**src/rtl/fakeram130_1r1w_init.sv**
```systemverilog
// fakeram130_1r1w_init: behavioural 1-read / 1-write RAM with per-bit write
// mask, selectable read latency (1 or 2), selectable same-address collision
// policy, and a self-clearing init sequencer that zeroes every word after
// reset before ready_out rises.
// Optional feature: define FAKERAM_PARITY_EN to store one even-parity bit per
// word and report parity errors on reads (inj_par_err_in corrupts the stored
// parity of a write). Without it, parity_err_out is tied low.
module fakeram130_1r1w_init #(
    parameter int BITS        = 7,
    parameter int WORD_DEPTH  = 64,
    parameter int ADDR_WIDTH  = 6,
    parameter int RD_LATENCY  = 1,
    parameter int WRITE_FIRST = 0
) (
    input  logic                  clk,
    input  logic                  rst_n,
    output logic                  ready_out,
    input  logic                  rd_ce_in,
    input  logic [ADDR_WIDTH-1:0] rd_addr_in,
    output logic [BITS-1:0]       rd_out,
    output logic                  rd_valid_out,
    input  logic                  wr_ce_in,
    input  logic [ADDR_WIDTH-1:0] wr_addr_in,
    input  logic [BITS-1:0]       wd_in,
    input  logic [BITS-1:0]       w_mask_in,
    input  logic                  inj_par_err_in,
    output logic                  parity_err_out
);

    typedef enum logic {ST_INIT = 1'b0, ST_READY = 1'b1} state_e;

    state_e                state_q, state_d;
    logic [ADDR_WIDTH-1:0] init_cnt_q, init_cnt_d;
    logic                  ready_q;

    logic [BITS-1:0]       mem_q [WORD_DEPTH];

    logic                  rd_in_range_s, wr_in_range_s;
    logic                  rd_fire_s, wr_fire_s, collide_s;
    logic [BITS-1:0]       merged_s;
    logic [BITS-1:0]       rd_data_s;
    logic                  rd_perr_s;
    logic                  mem_we_s;
    logic [ADDR_WIDTH-1:0] mem_waddr_s;
    logic [BITS-1:0]       mem_wdata_s;

    logic                  out_en_s;
    logic [BITS-1:0]       out_data_s;
    logic                  out_perr_s;

    logic [BITS-1:0]       rd_out_q;
    logic                  rd_valid_q;
    logic                  parity_err_q;

    // FSM state, init counter and ready flag; reset restarts the clear sweep
    always_ff @(posedge clk or negedge rst_n) begin
        if (!rst_n) begin
            state_q    <= ST_INIT;
            init_cnt_q <= '0;
            ready_q    <= 1'b0;
        end else begin
            state_q    <= state_d;
            init_cnt_q <= init_cnt_d;
            ready_q    <= (state_d == ST_READY);
        end
    end

    // Next state: sweep every word once in INIT, then stay in READY
    always_comb begin
        state_d    = state_q;
        init_cnt_d = init_cnt_q;
        case (state_q)
            ST_INIT: begin
                if (init_cnt_q == ADDR_WIDTH'(WORD_DEPTH - 1)) begin
                    state_d    = ST_READY;
                    init_cnt_d = '0;
                end else begin
                    state_d    = ST_INIT;
                    init_cnt_d = init_cnt_q + ADDR_WIDTH'(1);
                end
            end
            ST_READY: begin
                state_d    = ST_READY;
                init_cnt_d = init_cnt_q;
            end
            default: begin
                state_d    = ST_INIT;
                init_cnt_d = '0;
            end
        endcase
    end

    assign rd_in_range_s = ({1'b0, rd_addr_in} < (ADDR_WIDTH + 1)'(WORD_DEPTH));
    assign wr_in_range_s = ({1'b0, wr_addr_in} < (ADDR_WIDTH + 1)'(WORD_DEPTH));
    assign rd_fire_s     = ready_q & rd_ce_in;
    assign wr_fire_s     = ready_q & wr_ce_in & wr_in_range_s;
    assign collide_s     = wr_fire_s & rd_ce_in & (rd_addr_in == wr_addr_in);
    assign merged_s      = (mem_q[wr_addr_in] & ~w_mask_in) | (wd_in & w_mask_in);

    // Array write port: zero fill during INIT, masked merge once ready
    always_comb begin
        mem_we_s    = 1'b0;
        mem_waddr_s = wr_addr_in;
        mem_wdata_s = merged_s;
        if (state_q == ST_INIT) begin
            mem_we_s    = 1'b1;
            mem_waddr_s = init_cnt_q;
            mem_wdata_s = '0;
        end else begin
            mem_we_s    = wr_fire_s;
            mem_waddr_s = wr_addr_in;
            mem_wdata_s = merged_s;
        end
    end

    // Data array; contents undefined until the init sweep completes
    always_ff @(posedge clk) begin
        if (mem_we_s) begin
            mem_q[mem_waddr_s] <= mem_wdata_s;
        end
    end

    // Read word select: out-of-range reads return zero, collisions follow WRITE_FIRST
    always_comb begin
        rd_data_s = '0;
        if (!rd_in_range_s) begin
            rd_data_s = '0;
        end else if (collide_s && (WRITE_FIRST != 0)) begin
            rd_data_s = merged_s;
        end else begin
            rd_data_s = mem_q[rd_addr_in];
        end
    end

`ifdef FAKERAM_PARITY_EN
    logic            par_q [WORD_DEPTH];
    logic            mem_wpar_s;
    logic            wr_par_s;
    logic            rd_par_s;

    function automatic logic even_par(input logic [BITS-1:0] data);
        return ^data;
    endfunction

    assign wr_par_s = even_par(merged_s) ^ inj_par_err_in;

    // Parity bit for the word being written (INIT always stores correct parity of zero)
    always_comb begin
        mem_wpar_s = 1'b0;
        if (state_q == ST_INIT) begin
            mem_wpar_s = 1'b0;
        end else begin
            mem_wpar_s = wr_par_s;
        end
    end

    // Parity array, written alongside the data array
    always_ff @(posedge clk) begin
        if (mem_we_s) begin
            par_q[mem_waddr_s] <= mem_wpar_s;
        end
    end

    // Stored parity for the read word and the resulting error flag
    always_comb begin
        rd_par_s  = 1'b0;
        rd_perr_s = 1'b0;
        if (!rd_in_range_s) begin
            rd_par_s  = 1'b0;
            rd_perr_s = 1'b0;
        end else if (collide_s && (WRITE_FIRST != 0)) begin
            rd_par_s  = wr_par_s;
            rd_perr_s = even_par(rd_data_s) ^ rd_par_s;
        end else begin
            rd_par_s  = par_q[rd_addr_in];
            rd_perr_s = even_par(rd_data_s) ^ rd_par_s;
        end
    end
`else
    logic unused_inj_s;
    assign unused_inj_s = inj_par_err_in;
    assign rd_perr_s    = 1'b0;
`endif

    generate
        if (RD_LATENCY == 2) begin : g_lat2
            logic            s1_valid_q;
            logic [BITS-1:0] s1_data_q;
            logic            s1_perr_q;

            // Extra pipeline stage; in-flight reads are dropped by reset
            always_ff @(posedge clk or negedge rst_n) begin
                if (!rst_n) begin
                    s1_valid_q <= 1'b0;
                    s1_data_q  <= '0;
                    s1_perr_q  <= 1'b0;
                end else begin
                    s1_valid_q <= rd_fire_s;
                    if (rd_fire_s) begin
                        s1_data_q <= rd_data_s;
                        s1_perr_q <= rd_perr_s;
                    end
                end
            end

            assign out_en_s   = s1_valid_q;
            assign out_data_s = s1_data_q;
            assign out_perr_s = s1_perr_q;
        end else begin : g_lat1
            assign out_en_s   = rd_fire_s;
            assign out_data_s = rd_data_s;
            assign out_perr_s = rd_perr_s;
        end
    endgenerate

    // Output stage: rd_out holds until the next completed read
    always_ff @(posedge clk or negedge rst_n) begin
        if (!rst_n) begin
            rd_out_q     <= '0;
            rd_valid_q   <= 1'b0;
            parity_err_q <= 1'b0;
        end else begin
            rd_valid_q   <= out_en_s;
            parity_err_q <= out_en_s & out_perr_s;
            if (out_en_s) begin
                rd_out_q <= out_data_s;
            end
        end
    end

    assign ready_out      = ready_q;
    assign rd_out         = rd_out_q;
    assign rd_valid_out   = rd_valid_q;
    assign parity_err_out = parity_err_q;

endmodule

```
**config.mk**
```make
export PLATFORM = sky130hd
export DESIGN_NAME = fakeram130_1r1w_init
export DESIGN_NICKNAME = d
export VERILOG_FILES = /design/src/rtl/fakeram130_1r1w_init.sv
export SDC_FILE = /design/constraint.sdc
export NUM_CORES = 1
export LEC_CHECK = 0
export CORE_MARGIN = 2
export CORE_UTILIZATION = 47
export CTS_CLUSTER_DIAMETER = 150
export DETAILED_ROUTE_END_ITERATION = 12
export DONT_BUFFER_PORTS = 1
export GPL_TIMING_DRIVEN = 0
export HOLD_SLACK_MARGIN = 0.06
export PLACE_DENSITY_LB_ADDON = 0.15
export SLEW_MARGIN = 15
export SYNTH_ARGS = -nofsm -noshare
export SYNTH_HDL_FRONTEND = slang
export SYNTH_SLANG_ARGS = --single-unit
export TNS_END_PERCENT = 30
```
**constraint.sdc**
```tcl
create_clock -name clk -period 9.3 [get_ports clk]
set_input_delay 0 -clock clk [delete_from_list [all_inputs] [get_ports clk]]
set_output_delay 0 -clock clk [all_outputs]
set_load 0.02 [all_outputs]
```
After elaboration in Yosys (flattened, before gate mapping)
Memory sizes are Yosys's and may differ from the RTL's. A register that Yosys moved wholly into a read port is not among the register bits.
Cells that the tools add are included.
{"block": "word_totals", "ff_bits": 8, "in_bits": 31, "ram_bits": 448, "memories": 1, "out_inout_bits": 10, "wordCells": 23}
{"memory": "mem_q", "words": 64, "word_bits": 7, "read_ports": 2, "rd_ports_with_merged_regs": 1, "wr": 1, "line_no": "36", "rtl": "logic [BITS-1:0] mem_q [WORD_DEPTH];"}
{"block": "op_classes", "n_addsub": 1, "n_reduce_logical": 1, "n_eq_ne": 1, "n_bitwise": 7, "muxes": 9}
{"operator": "$mux W6", "n": 3}
{"operator": "$and A7 B7 Y7", "n": 2}
{"operator": "$mux W7", "n": 1}
{"operator": "$not A7 Y7", "n": 1}
{"operator": "$or A7 B7 Y7", "n": 1}
{"operator": "$add A6 B1 Y6 const B", "n": 1}
{"operator": "$eq A6 B6 Y1 const B", "n": 1}
{"operator": "$mux W1", "n": 4}
{"operator": "$and A1 B1 Y1", "n": 2}
{"operator": "$pmux W1 S2", "n": 1}
{"operator": "$logic_not A1 Y1", "n": 1}
{"operator": "$not A1 Y1", "n": 1}

Longest topological paths before layout
{"block": "logic_depth", "ltp_word": 4, "ltp_mapped": 9, "ltp_nobuf": 6}

Worst setup path after synthesis
OpenSTA, ideal clock, no wires.
{"block": "synth_timing", "path_kind": "reg-to-reg", "startpoint": "register, netlist name ready_out", "endpoint": "memory mem_q[0][0] (data pin)", "stages_incl_launch_ff": 6, "arrival_ns": 4.095, "period_less_slack_ns": 4.816, "setup_slack_ns": 4.484, "required_ns": 8.579, "cell_sequence": "dfrtp_1 > clkbuf_1 > clkbuf_1 > clkbuf_1 > o21ai_0 > a211oi_1"}
{"element": "to (decl)", "line_no": "36"}

==> results.cfg <==
[sta]
fin_crit_ps = 3860
clock_skew_ps = 22.1
tightest_slew_ps = 1180
rsz0062_at_grt = false
hold_slack_ps = 107
fmax_mhz = 259
max-slew-margin-rel_pct = 21.3
setup-violations-final = 0
slew_violations = 0
fin_crit_sh_pct = 41.5
finalHoldViolCount = 0

[logic_synthesis]
yosys.area.top_type = edfxtp_1
yosys-top-cells-area = edfxtp_1 (61%), mux4_2 (20%), mux2i_1 (3.9%), dfrtp_1 (1.7%), mux4_1 (1.6%)
syn_avg_cell_area_um2 = 18.4
yosysMostFrequentCell = edfxtp_1
async_flop_share_pct = 3.24
yosys_warnings = 0
netlist_instances = 1197
synth_fp_nets = 1229
synth-seq-area-share_pct = 62.9
ys_top_cells_by_count = edfxtp_1 (448), mux4_2 (197), mux2i_1 (85)
ys_ff_latch = 463
synth_edf_count = 448
synthesis.area_um2 = 22000
synth.distinct_cells = 42
yosys.area.top_type_share_pct = 61.2
ys.flop_type = edfxtp_1

[placed_design]
place_congestion = 1.05
io_buffers = 0
hpwl_um = 53500

[die]
die_h_um = 220
initial_core_util_pct = 47.4
ioPinCount = 41
core_um2 = 46400
die_w_um = 220
rows = 79
die_area_um2 = 48500

[hold_path]
holdCritPathClass = in2reg

[cells_and_area]
area_growth_pct = 13.6
layout-drive-gt1-share_pct = 27.7
final_nets = 1326
final_util_pct = 53.9

[route]
dr_total_vias = 13240
antenna_left = 0
drt_pass1_iterations = 6
wire_per_inst_um = 36.4
routed_wl_um = 70900
drt_iter0_drc = 1989
via_per_inst = 6.81
drc_errors = 0

[cts]
h-tree-depth = 2
cts-resized-gates = 0
clk_pin_slew_worst_paths_ps = 60
cts_sinks = 463
clk_latency_ps = 600
cts_tree = built
clockBufferDepth = 3
cts-root-buf = clkbuf_16
cts_buffers = 49

[setup_path]
start_kind = register
worstReg2RegStart = ready_out
worstSetupPathType = reg2reg
regToRegSetupSlack_ps = 5440
crit_chain = clkbuf_1 -> clkbuf_1 -> clkbuf_1 -> o21ai_0 -> a211oi_4 -> dlygate4sd3_1
required_ps = 9640
r2r_end = mem_q[19][3]
crit_path_start = ready_out
reg2reg_depth = 6
crit_arrival_ps = 4200
cp_common_cell = clkbuf_1
worstSetupEndpointType = register
cp_max_fo = 11
critical-path-slowest-cell = dlygate4sd3_1
max_stage_delay_ps = 920
endpoint = mem_q[19][3]

[grt]
grt_pass1_vias = 13152
grt_max_degree = 25
grt_usage_pct = 30.0
grt_pass1_wl_um = 99200
antenna_found_initial = 6
grt_overflow = 0

[power_and_ir_drop]
power_density_nw_per_um2 = 177
peakVddDrop_mv = 0.135
leakage_nw = 6.71

[status]
status = complete, no violations

[flow_run]
cap_violations = 0
## flip-flops by register name, indices dropped and copies added (netlist names)
register and cells:
mem_q 448, rd_out 7, init_cnt_q 6, rd_valid_out 1, ready_out 1
## repair_timing
action,CTS,global route
endpoints found under the hold margin,124,0
buffers inserted,0,0
hold buffers,20,0
setup endpoints to repair,0,0
## logic make-up after synthesis
group                      Yosys count  synth area share [%]
AOI/OAI and AO/OA                  118                  4.03
other                                1                0.0170
adders and majority gates            1                0.0569
muxes                              311                  26.4
xor gates and xnor gates             2                0.0797
DFF                                463                  62.9
buffers and inverters               99                  2.17
and+or+nand+nor                    202                  4.36
## metrics by stage
| step | setup slack (ps) | TNS [ps] | instances | cell area [um^2] | power [mW] |
|---|---|---|---|---|---|
| floorplan | 4480 | 0 | 1197 | 22000 | 2.42 |
| global placement | -723 | -123260 | 1804 | 22800 | 2.49 |
| detailed placement | 5740 | 0 | 1830 | 23200 | 2.49 |
| CTS | 5600 | 0 | 1941 | 25000 | 4.42 |
| global route | 5370 | 0 | 1942 | 25000 | 4.51 |
| finish | 5440 | 0 | 1945 | 25000 | 4.41 |
## final cells by class
type / count / area [um^2]
fillers: 3545 / 21400
plain buffers: 89 / 440
inverters: 10 / 37.5
clock inverters: 36 / 300
well taps: 607 / 759
flip-flops and latches: 463 / 13800
repair buffers: 46 / 538
diodes: 4 / 10.0
clock buffers: 55 / 1290
multi-input cells: 635 / 7780
## power breakdown
group | total, mW | leakage, nW | switching (mW) | internal (mW)
logic | 0.204 | 2.62 | 0.132 | 0.0716
registers | 2.25 | 3.31 | 0 | 2.25
clock network | 1.96 | 0.774 | 0.843 | 1.12
## how the worst min path moves through the flow
stage / from / endpoint / slack [ps] / cells past startpoint
after floorplan: rst_n / init_cnt_q[0] / -300 / 0
after global placement: rst_n / rd_out[3] / -300 / 0
after detailed placement: rst_n / rd_out[3] / -300 / 0
after CTS: wd_in[5] / mem_q[19][5] / 70 / 3
after global routing: wd_in[1] / mem_q[28][1] / 110 / 3
final: wd_in[2] / mem_q[20][2] / 110 / 3
## cell usage in the layout (no fill, tap or decap), drive strengths merged, types with 8 or more instances in the layout
cell type and n:
a211oi 21, a22o 35, a31oi 8, buf 79, clkbuf 91, clkinv 22
dfrtp 15, dlygate4sd3 20, edfxtp 448, inv 16, mux2 16, mux2i 85
mux4 210, nand2 39, nand2b 9, nor2 70, nor2b 26, nor3 23
nor4 14, o21ai 12, o22ai 14, o32ai 10
## critical path: cells and delay by family (launching register included)
kind                   cells  cell delay, ps
AO/OA/AOI/OAI              2             670
buffers and inverters      4            2250
flip-flops                 1             690
## per-layer routing
| metal | global-route usage (%) | vias to the layer above | part of all wire (%) |
|---|---|---|---|
| met5 | 0 | - | 0.062 |
| met4 | 11.4 | 6 | 4.1 |
| met3 | 8.66 | 140 | 12 |
| met2 | 44.3 | 905 | 44 |
| met1 | 42.6 | 6922 | 39 |
| li1 | - | 5267 | - |
(Power assumes the default switching activity.)
